File: src/rtl/zuse_pkg.sv
// Shared definitions for the Zuse FPU host link: wire opcodes, operand field widths
// and the encoding of the host sequencer states.
package zuse_pkg;

    localparam int EXP_W = 7;
    localparam int MAN_W = 15;

    localparam logic [7:0] CMD_SETR1  = 8'h81;
    localparam logic [7:0] CMD_SETR2  = 8'h82;
    localparam logic [7:0] CMD_READRS = 8'h85;
    localparam logic [7:0] CMD_ADD    = 8'h89;

    typedef enum logic [2:0] {
        ST_IDLE      = 3'd0,
        ST_SEND      = 3'd1,
        ST_WAIT_ACK  = 3'd2,
        ST_WAIT_DONE = 3'd3,
        ST_ADDW      = 3'd4,
        ST_RECV      = 3'd5,
        ST_DONE      = 3'd6
    } state_e;

endpackage

File: src/rtl/zuse_byte_pack.sv
// Combinational operand-to-wire byte mapper: field 0 is {0,exp}, 1 is man[14:7],
// 2 is {man[6:0],0}; zero latency, no flow control.
module zuse_byte_pack
    import zuse_pkg::*;
(
    input  logic [EXP_W-1:0] i_exp,
    input  logic [MAN_W-1:0] i_man,
    input  logic [1:0]       i_idx,
    output logic [7:0]       o_byte
);

    always_comb begin
        o_byte = 8'h00;
        case (i_idx)
            2'd0:    o_byte = {1'b0, i_exp};
            2'd1:    o_byte = i_man[MAN_W-1:MAN_W-8];
            2'd2:    o_byte = {i_man[MAN_W-9:0], 1'b0};
            default: o_byte = 8'h00;
        endcase
    end

endmodule

File: src/rtl/zuse_host_initiator.sv
// Drives one FPU add over a byte UART: loads R1/R2, issues ADD, waits, reads the result.
// Each byte waits for tx_busy low before its strobe; any stalled handshake or rx byte aborts after TIMEOUT cycles.
module zuse_host_initiator
    import zuse_pkg::*;
#(
    parameter int ADD_WAIT = 64,
    parameter int TIMEOUT  = 50000
) (
    input  logic        clk_10MHZ,
    input  logic        rst_n,
    input  logic        start,
    input  logic [6:0]  a_e,
    input  logic [14:0] a_m,
    input  logic [6:0]  b_e,
    input  logic [14:0] b_m,
    output logic [7:0]  tx_data,
    output logic        tx_start,
    input  logic        tx_busy,
    input  logic [7:0]  rx_data,
    input  logic        rx_done,
    output logic [6:0]  res_e,
    output logic [14:0] res_m,
    output logic        busy,
    output logic        done,
    output logic        error
);

    // The WAIT_DONE exit and the SEND cycle complete the ADD_WAIT gap, so ADDW itself is three cycles shorter.
    localparam logic [15:0] ADDW_LAST = 16'(ADD_WAIT - 3);
    localparam logic [15:0] TO_LAST   = 16'(TIMEOUT - 1);

    logic [2:0]       r_state;
    logic [3:0]       r_idx;
    logic [15:0]      r_cnt;
    logic [1:0]       r_rx_idx;
    logic [EXP_W-1:0] r_rx_e;
    logic [7:0]       r_rx_mh;
    logic [EXP_W-1:0] r_a_e;
    logic [MAN_W-1:0] r_a_m;
    logic [EXP_W-1:0] r_b_e;
    logic [MAN_W-1:0] r_b_m;
    logic [7:0]       r_tx_data;
    logic             r_tx_start;
    logic             r_busy;
    logic             r_done;
    logic             r_error;
    logic [EXP_W-1:0] r_res_e;
    logic [MAN_W-1:0] r_res_m;

    logic             w_accept;
    logic             w_to_hit;
    logic             w_sel_b;
    logic [1:0]       w_field_idx;
    logic [EXP_W-1:0] w_pack_exp;
    logic [MAN_W-1:0] w_pack_man;
    logic [7:0]       w_pack_byte;
    logic [7:0]       w_tx_byte;

    // A start landing on the done pulse is dropped even though the state already reads IDLE.
    assign w_accept    = (r_state == ST_IDLE) && start && !r_done;
    assign w_to_hit    = (r_cnt == TO_LAST);
    assign w_sel_b     = (r_idx > 4'd4);
    assign w_field_idx = w_sel_b ? 2'(r_idx - 4'd5) : 2'(r_idx - 4'd1);
    assign w_pack_exp  = w_sel_b ? r_b_e : r_a_e;
    assign w_pack_man  = w_sel_b ? r_b_m : r_a_m;

    zuse_byte_pack u_pack (
        .i_exp  (w_pack_exp),
        .i_man  (w_pack_man),
        .i_idx  (w_field_idx),
        .o_byte (w_pack_byte)
    );

    always_comb begin
        w_tx_byte = w_pack_byte;
        case (r_idx)
            4'd0:    w_tx_byte = CMD_SETR1;
            4'd4:    w_tx_byte = CMD_SETR2;
            4'd8:    w_tx_byte = CMD_ADD;
            4'd9:    w_tx_byte = CMD_READRS;
            default: w_tx_byte = w_pack_byte;
        endcase
    end

    always_ff @(posedge clk_10MHZ) begin
        if (w_accept) begin
            r_a_e <= a_e;
            r_a_m <= a_m;
            r_b_e <= b_e;
            r_b_m <= b_m;
        end
    end

    always_ff @(posedge clk_10MHZ) begin
        if (!rst_n) begin
            r_state    <= ST_IDLE;
            r_idx      <= 4'd0;
            r_cnt      <= 16'd0;
            r_rx_idx   <= 2'd0;
            r_rx_e     <= '0;
            r_rx_mh    <= 8'd0;
            r_tx_data  <= 8'd0;
            r_tx_start <= 1'b0;
            r_busy     <= 1'b0;
            r_done     <= 1'b0;
            r_error    <= 1'b0;
            r_res_e    <= '0;
            r_res_m    <= '0;
        end else begin
            r_tx_start <= 1'b0;
            r_done     <= 1'b0;
            r_error    <= 1'b0;
            r_cnt      <= r_cnt + 16'd1;
            case (r_state)
                ST_IDLE: begin
                    if (w_accept) begin
                        r_busy   <= 1'b1;
                        r_idx    <= 4'd0;
                        r_rx_idx <= 2'd0;
                        r_cnt    <= 16'd0;
                        r_state  <= ST_SEND;
                    end
                end
                ST_SEND: begin
                    if (!tx_busy) begin
                        r_tx_data  <= w_tx_byte;
                        r_tx_start <= 1'b1;
                        r_cnt      <= 16'd0;
                        r_state    <= ST_WAIT_ACK;
                    end
                end
                ST_WAIT_ACK: begin
                    if (tx_busy) begin
                        r_cnt   <= 16'd0;
                        r_state <= ST_WAIT_DONE;
                    end else if (w_to_hit) begin
                        r_done  <= 1'b1;
                        r_error <= 1'b1;
                        r_busy  <= 1'b0;
                        r_cnt   <= 16'd0;
                        r_state <= ST_IDLE;
                    end
                end
                ST_WAIT_DONE: begin
                    if (!tx_busy) begin
                        r_idx <= r_idx + 4'd1;
                        r_cnt <= 16'd0;
                        if (r_idx == 4'd8)
                            r_state <= ST_ADDW;
                        else if (r_idx == 4'd9)
                            r_state <= ST_RECV;
                        else
                            r_state <= ST_SEND;
                    end else if (w_to_hit) begin
                        r_done  <= 1'b1;
                        r_error <= 1'b1;
                        r_busy  <= 1'b0;
                        r_cnt   <= 16'd0;
                        r_state <= ST_IDLE;
                    end
                end
                ST_ADDW: begin
                    if (r_cnt == ADDW_LAST) begin
                        r_cnt   <= 16'd0;
                        r_state <= ST_SEND;
                    end
                end
                ST_RECV: begin
                    if (rx_done) begin
                        r_cnt <= 16'd0;
                        case (r_rx_idx)
                            2'd0: begin
                                r_rx_e   <= rx_data[6:0];
                                r_rx_idx <= 2'd1;
                            end
                            2'd1: begin
                                r_rx_mh  <= rx_data;
                                r_rx_idx <= 2'd2;
                            end
                            default: begin
                                r_res_e  <= r_rx_e;
                                r_res_m  <= {r_rx_mh, rx_data[7:1]};
                                r_rx_idx <= 2'd0;
                                r_state  <= ST_DONE;
                            end
                        endcase
                    end else if (w_to_hit) begin
                        r_done  <= 1'b1;
                        r_error <= 1'b1;
                        r_busy  <= 1'b0;
                        r_cnt   <= 16'd0;
                        r_state <= ST_IDLE;
                    end
                end
                ST_DONE: begin
                    r_done  <= 1'b1;
                    r_busy  <= 1'b0;
                    r_cnt   <= 16'd0;
                    r_state <= ST_IDLE;
                end
                default: begin
                    r_busy  <= 1'b0;
                    r_cnt   <= 16'd0;
                    r_state <= ST_IDLE;
                end
            endcase
        end
    end

    assign tx_data  = r_tx_data;
    assign tx_start = r_tx_start;
    assign busy     = r_busy;
    assign done     = r_done;
    assign error    = r_error;
    assign res_e    = r_res_e;
    assign res_m    = r_res_m;

endmodule

File: config.mk
export PLATFORM = sky130hd
export DESIGN_NAME = zuse_host_initiator
export DESIGN_NICKNAME = d
export VERILOG_FILES = /design/src/rtl/zuse_pkg.sv /design/src/rtl/zuse_byte_pack.sv /design/src/rtl/zuse_host_initiator.sv
export SDC_FILE = /design/constraint.sdc
export NUM_CORES = 1
export LEC_CHECK = 0
export CAP_MARGIN = 20
export CORE_ASPECT_RATIO = 1.75
export CORE_MARGIN = 4
export CORE_UTILIZATION = 47
export CTS_CLUSTER_SIZE = 24
export DETAILED_ROUTE_END_ITERATION = 8
export MAX_ROUTING_LAYER = met4
export PLACE_DENSITY_LB_ADDON = 0.25
export SLEW_MARGIN = 40
export SYNTH_ARGS = -nofsm -noshare
export SYNTH_HDL_FRONTEND = slang
export SYNTH_SLANG_ARGS = --single-unit
File: constraint.sdc
create_clock -name clk_10MHZ -period 2.1 [get_ports clk_10MHZ]
set_clock_uncertainty 0.05 [all_clocks]
set_input_delay 0.42 -clock clk_10MHZ [delete_from_list [all_inputs] [get_ports clk_10MHZ]]
set_output_delay 0.42 -clock clk_10MHZ [all_outputs]
set_load 0.05 [all_outputs]
==> results.txt <==
The cell count after synthesis came out at 465. The number of levels the H-tree was split into came out at 4. In this run the cell area measured after placement is 6082 sq um.

The number of nets in the layout came out at 646. The final worst-path setup slack is 48.23 ps. The number of buffers added on ports is 90. The die outline area is 12040 sq um. The end point of the worst hold path is r_rx_mh[1].

The async set-reset flop share out of synthesis is 0%. The library cell used most frequently in the layout, excluding fill and tap cells, is sky130_fd_sc_hd__nand2_1. In this run the worst hold path is classified as flip-flop to flip-flop.

The number of DRC markers after the initial detailed-route iteration came out at approximately 330. The post-CTS clock slew at the launch and capture registers of the worst setup and hold paths is 60 ps. The startpoint identified for the worst hold timing path is r_rx_mh[1]. The area taken by multi-input logic gates came out at 1916 sq um. The kind of cell with the highest combined delay on the critical path is buffers and inverters. The total length of routed wires came out at ~10000 um. The worst setup path is captured at an output port. The worst reg2reg path endpoint is r_cnt[2]. At the later pin of the worst-skew pair, clock insertion delay measures 410 ps.

The setup-violating endpoint count in the final report came out at 0. The fraction of final layout cells sized beyond drive strength 1 came out at 15.97%. The tool flagged a number of max-cap violations equal to 0.

The power density over the cells is 876.8 nW/um^2. Summed over its instances, the top area cell type makes up a little under a third of the synthesized netlist area. The count of antenna diodes in the layout is 0. The post-synthesis net count came out at 529.

The worst path needs 2052 ps of the cycle, external delays included. The maximum number of pins on one net before global-route repair came out at 41. The primary flip-flop cell chosen by synthesis mapping is sky130_fd_sc_hd__dfxtp_1.

For this configuration, the core starts out at a cell density of 48.51%. The first global-routing pass estimated roughly 17000 um of wire. The cell depth of the worst min-delay path came out at 2. The mean routed wirelength per cell is 14.57 um. The relative max-transition margin is 65.03%. The slack of the worst reg-to-reg path came out at 90 ps.

The count of buffers added by post-CTS timing repair for setup came out at 0. The static leakage power came out at 2.402 nW. The number of antenna violations at the first check in global routing came out at 0.

After synthesis the netlist holds a flip-flop and latch count of 118. The path type of the worst setup path is flip-flop to output port. The post-synthesis average cell area is 10.40 sq um.

The number of endpoints with negative hold slack in the final report is 0. In this run the vertical extent of the chip is between 100 and 150 um. After detailed routing, the number of vias per cell comes to around 5.2. The synthesized area came out at 4836 sq um.

The area inside the core boundary came out at 9970 sq um. The post-synthesis cell type with the largest combined area is sky130_fd_sc_hd__dfxtp_1. Buffers inserted during clock tree synthesis total 17. The final-report max-slew violation count came out at 0. The Yosys step of the flow raised 0 warnings. The peak per-stage delay on the critical path is 820 ps. The sum of negative setup slack is 0 ps. Routability-driven placement finished with a final weighted congestion of 0.8568.

At the pin with the least slew margin, the transition time is 522.9 ps. The floorplan step set the die width to 84.68 um. The startpoint of the worst-slack reg-to-reg timing path is r_cnt[1]. For this design, the slowest cell found on the critical path is sky130_fd_sc_hd__clkdlybuf4s50_1. Summing the sequential cell areas from Yosys gives 57.96% of the chip area.

The remaining antenna violation count after routing is 0. The final standard cell utilization of the core is 66.91%. For this run, the total global-route usage over all layers was measured as 18.79%. The remaining global-route overflow came out at 0. The data arrival at the endpoint of the critical path came out at around 1600 ps. The total via count after detailed routing came out at 3757. With fillers left out, the area of the finished cells amounts to roughly 6700 sq um. Clock tree synthesis found a total of 118 sinks. 91 I/O pins were placed. The run finished with clean final reports. The maximum resistive drop on vdd came out at 725.1 uV. Sorting the synthesized cells by area gives the leading types as sky130_fd_sc_hd__dfxtp_1, sky130_fd_sc_hd__edfxtp_1, sky130_fd_sc_hd__nand2_1, sky130_fd_sc_hd__a21oi_1, sky130_fd_sc_hd__mux2i_1. Traced cell by cell, the critical path runs through clkdlybuf4s50_1. The worst slack at placement came out at -5.727 ps. The filler cells instantiated in the layout total 813. The length in cells of the worst reg-to-reg path came out at 8. Yosys mapped a number of flops with a built-in enable equal to 44.

For this run, design rule violations remaining after detail routing come to 0. The area growth from synthesis to layout is 37.93%. The maximum buffer depth of the clock tree came out at 2.

Setup repair after global routing could not meet its margin everywhere. Static timing analysis puts the maximum clock frequency at 487.4 MHz. The number of library cell types mapped by synthesis is 50. The pre-antenna-repair detailed-routing pass consisted of 4 iterations. The largest fanout on the critical path came out at 2. TritonCTS built the clock tree. In the layout the commonest cells are sky130_fd_sc_hd__nand2_1, sky130_fd_sc_hd__clkdlybuf4s50_1, sky130_fd_sc_hd__dfxtp_1. The via count of the first global-routing pass is 3806. The sum of buffers and inverters on the critical path came out at 1. The design draws around 0.0058 W. The kind of launch point of the worst setup path is a flip-flop. The total area of sequential cells came out at 2806 sq um. The initialized floorplan defines 48 standard-cell rows.

CTS placed an instance of sky130_fd_sc_hd__clkbuf_16 at the clock tree root. The required time of the worst setup path is 1630 ps. The final critical path takes up 97.70% of the cycle. The detailed-placement wirelength estimate came out at 7582 um.
-- synthesized netlist by cell type (2+ instances only) --
cell,instances
sky130_fd_sc_hd__nand2_1,90
sky130_fd_sc_hd__dfxtp_1,74
sky130_fd_sc_hd__edfxtp_1,44
sky130_fd_sc_hd__a21oi_1,42
sky130_fd_sc_hd__nor2_1,27
sky130_fd_sc_hd__clkbuf_1,18
sky130_fd_sc_hd__a22oi_1,14
sky130_fd_sc_hd__nand3_1,14
sky130_fd_sc_hd__mux2i_1,12
sky130_fd_sc_hd__xor2_1,12
sky130_fd_sc_hd__o21ai_0,11
sky130_fd_sc_hd__inv_1,10
sky130_fd_sc_hd__nor2_2,10
sky130_fd_sc_hd__mux2_2,8
sky130_fd_sc_hd__ha_1,7
sky130_fd_sc_hd__nor2b_1,6
sky130_fd_sc_hd__and2_1,5
sky130_fd_sc_hd__and3_1,5
sky130_fd_sc_hd__nor3_1,5
sky130_fd_sc_hd__xnor2_1,5
sky130_fd_sc_hd__a221o_1,4
sky130_fd_sc_hd__a31oi_1,3
sky130_fd_sc_hd__nand2b_1,3
sky130_fd_sc_hd__nand4_1,3
sky130_fd_sc_hd__o22ai_1,3
sky130_fd_sc_hd__buf_1,2
sky130_fd_sc_hd__nand4bb_1,2
sky130_fd_sc_hd__nor4_1,2
sky130_fd_sc_hd__nor4_4,2
sky130_fd_sc_hd__o211ai_1,2
-- stage by stage --
step	std cells	hold WS [ps]
after floorplan	465	381.3
after global placement	688	387.3
after detailed placement	688	396.5
after CTS	720	405.2
after global routing	720	425.7
final	720	403.1
-- final cells by class --
cell class              instances  area share [%]
multi-input cells             315           28.72
well taps                     125           2.345
clock buffers                  18           6.453
repair buffers                120           17.63
inverters                      10          0.6190
flip-flops and latches        118           42.07
clock inverters                14           2.157
-- sequential cells by signal, summed over array words and instances, names as in the netlist, 2 cells and up --
signal and flops:
r_a_e 7, r_b_e 7, tx_data 8, r_cnt 16
r_b_m 15, r_idx 4, r_rx_idx 2, r_a_m 15
r_rx_mh 8, r_rx_e 7, res_m 15, res_e 7
r_state 3
-- where the power goes --
group          total (W)  leakage [nW]  internal, W  switching, W
combinational   0.000514          1.09     0.000252      0.000262
sequential       0.00257          1.02      0.00252     0.0000536
clock            0.00276         0.288      0.00167       0.00109
total            0.00585          2.40      0.00444       0.00141
-- per-layer routing --
layer	track usage [%]	up-vias	wire, um
met5	-	-	0
met4	6.922	0	212
met3	4.867	16	463
met2	33.91	105	5851
met1	19.41	1763	3965
li1	-	1873	-
-- cell families (layout without fill, tap and decap cells) --
| logic type | after synthesis | in the layout | share of synthesized area, % |
|---|---|---|---|
| AO/OA/AOI/OAI | 87 | 87 | 11.31 |
| buffers and inverters | 32 | 162 | 2.742 |
| flip-flops | 118 | 118 | 57.96 |
| adder cells (fa/ha/maj) | 7 | 7 | 1.811 |
| multiplexers | 20 | 20 | 4.347 |
| AND/OR/NAND/NOR | 184 | 184 | 18.76 |
| XOR/XNOR | 17 | 17 | 3.079 |
-- timing repair --
action	in CTS	in global routing
endpoints found under the setup margin	0	18
hold buffers	0	0
resized for setup	0	3
-- worst max-delay path by stage --
| stage | start | endpoint | depth (start not counted) |
|---|---|---|---|
| 2_1_floorplan | r_state[1] | r_idx[1] | 6 |
| 3_3_place_gp | tx_busy | r_cnt[7] | 8 |
| 3_5_place_dp | rx_done | r_rx_mh[5] | 6 |
| 4_1_cts | res_e[1] | res_e[1] | 1 |
| 5_1_grt | r_cnt[1] | r_cnt[2] | 8 |
| 6_report | tx_data[4] | tx_data[4] | 1 |
Power figures use the tool's default switching activity.
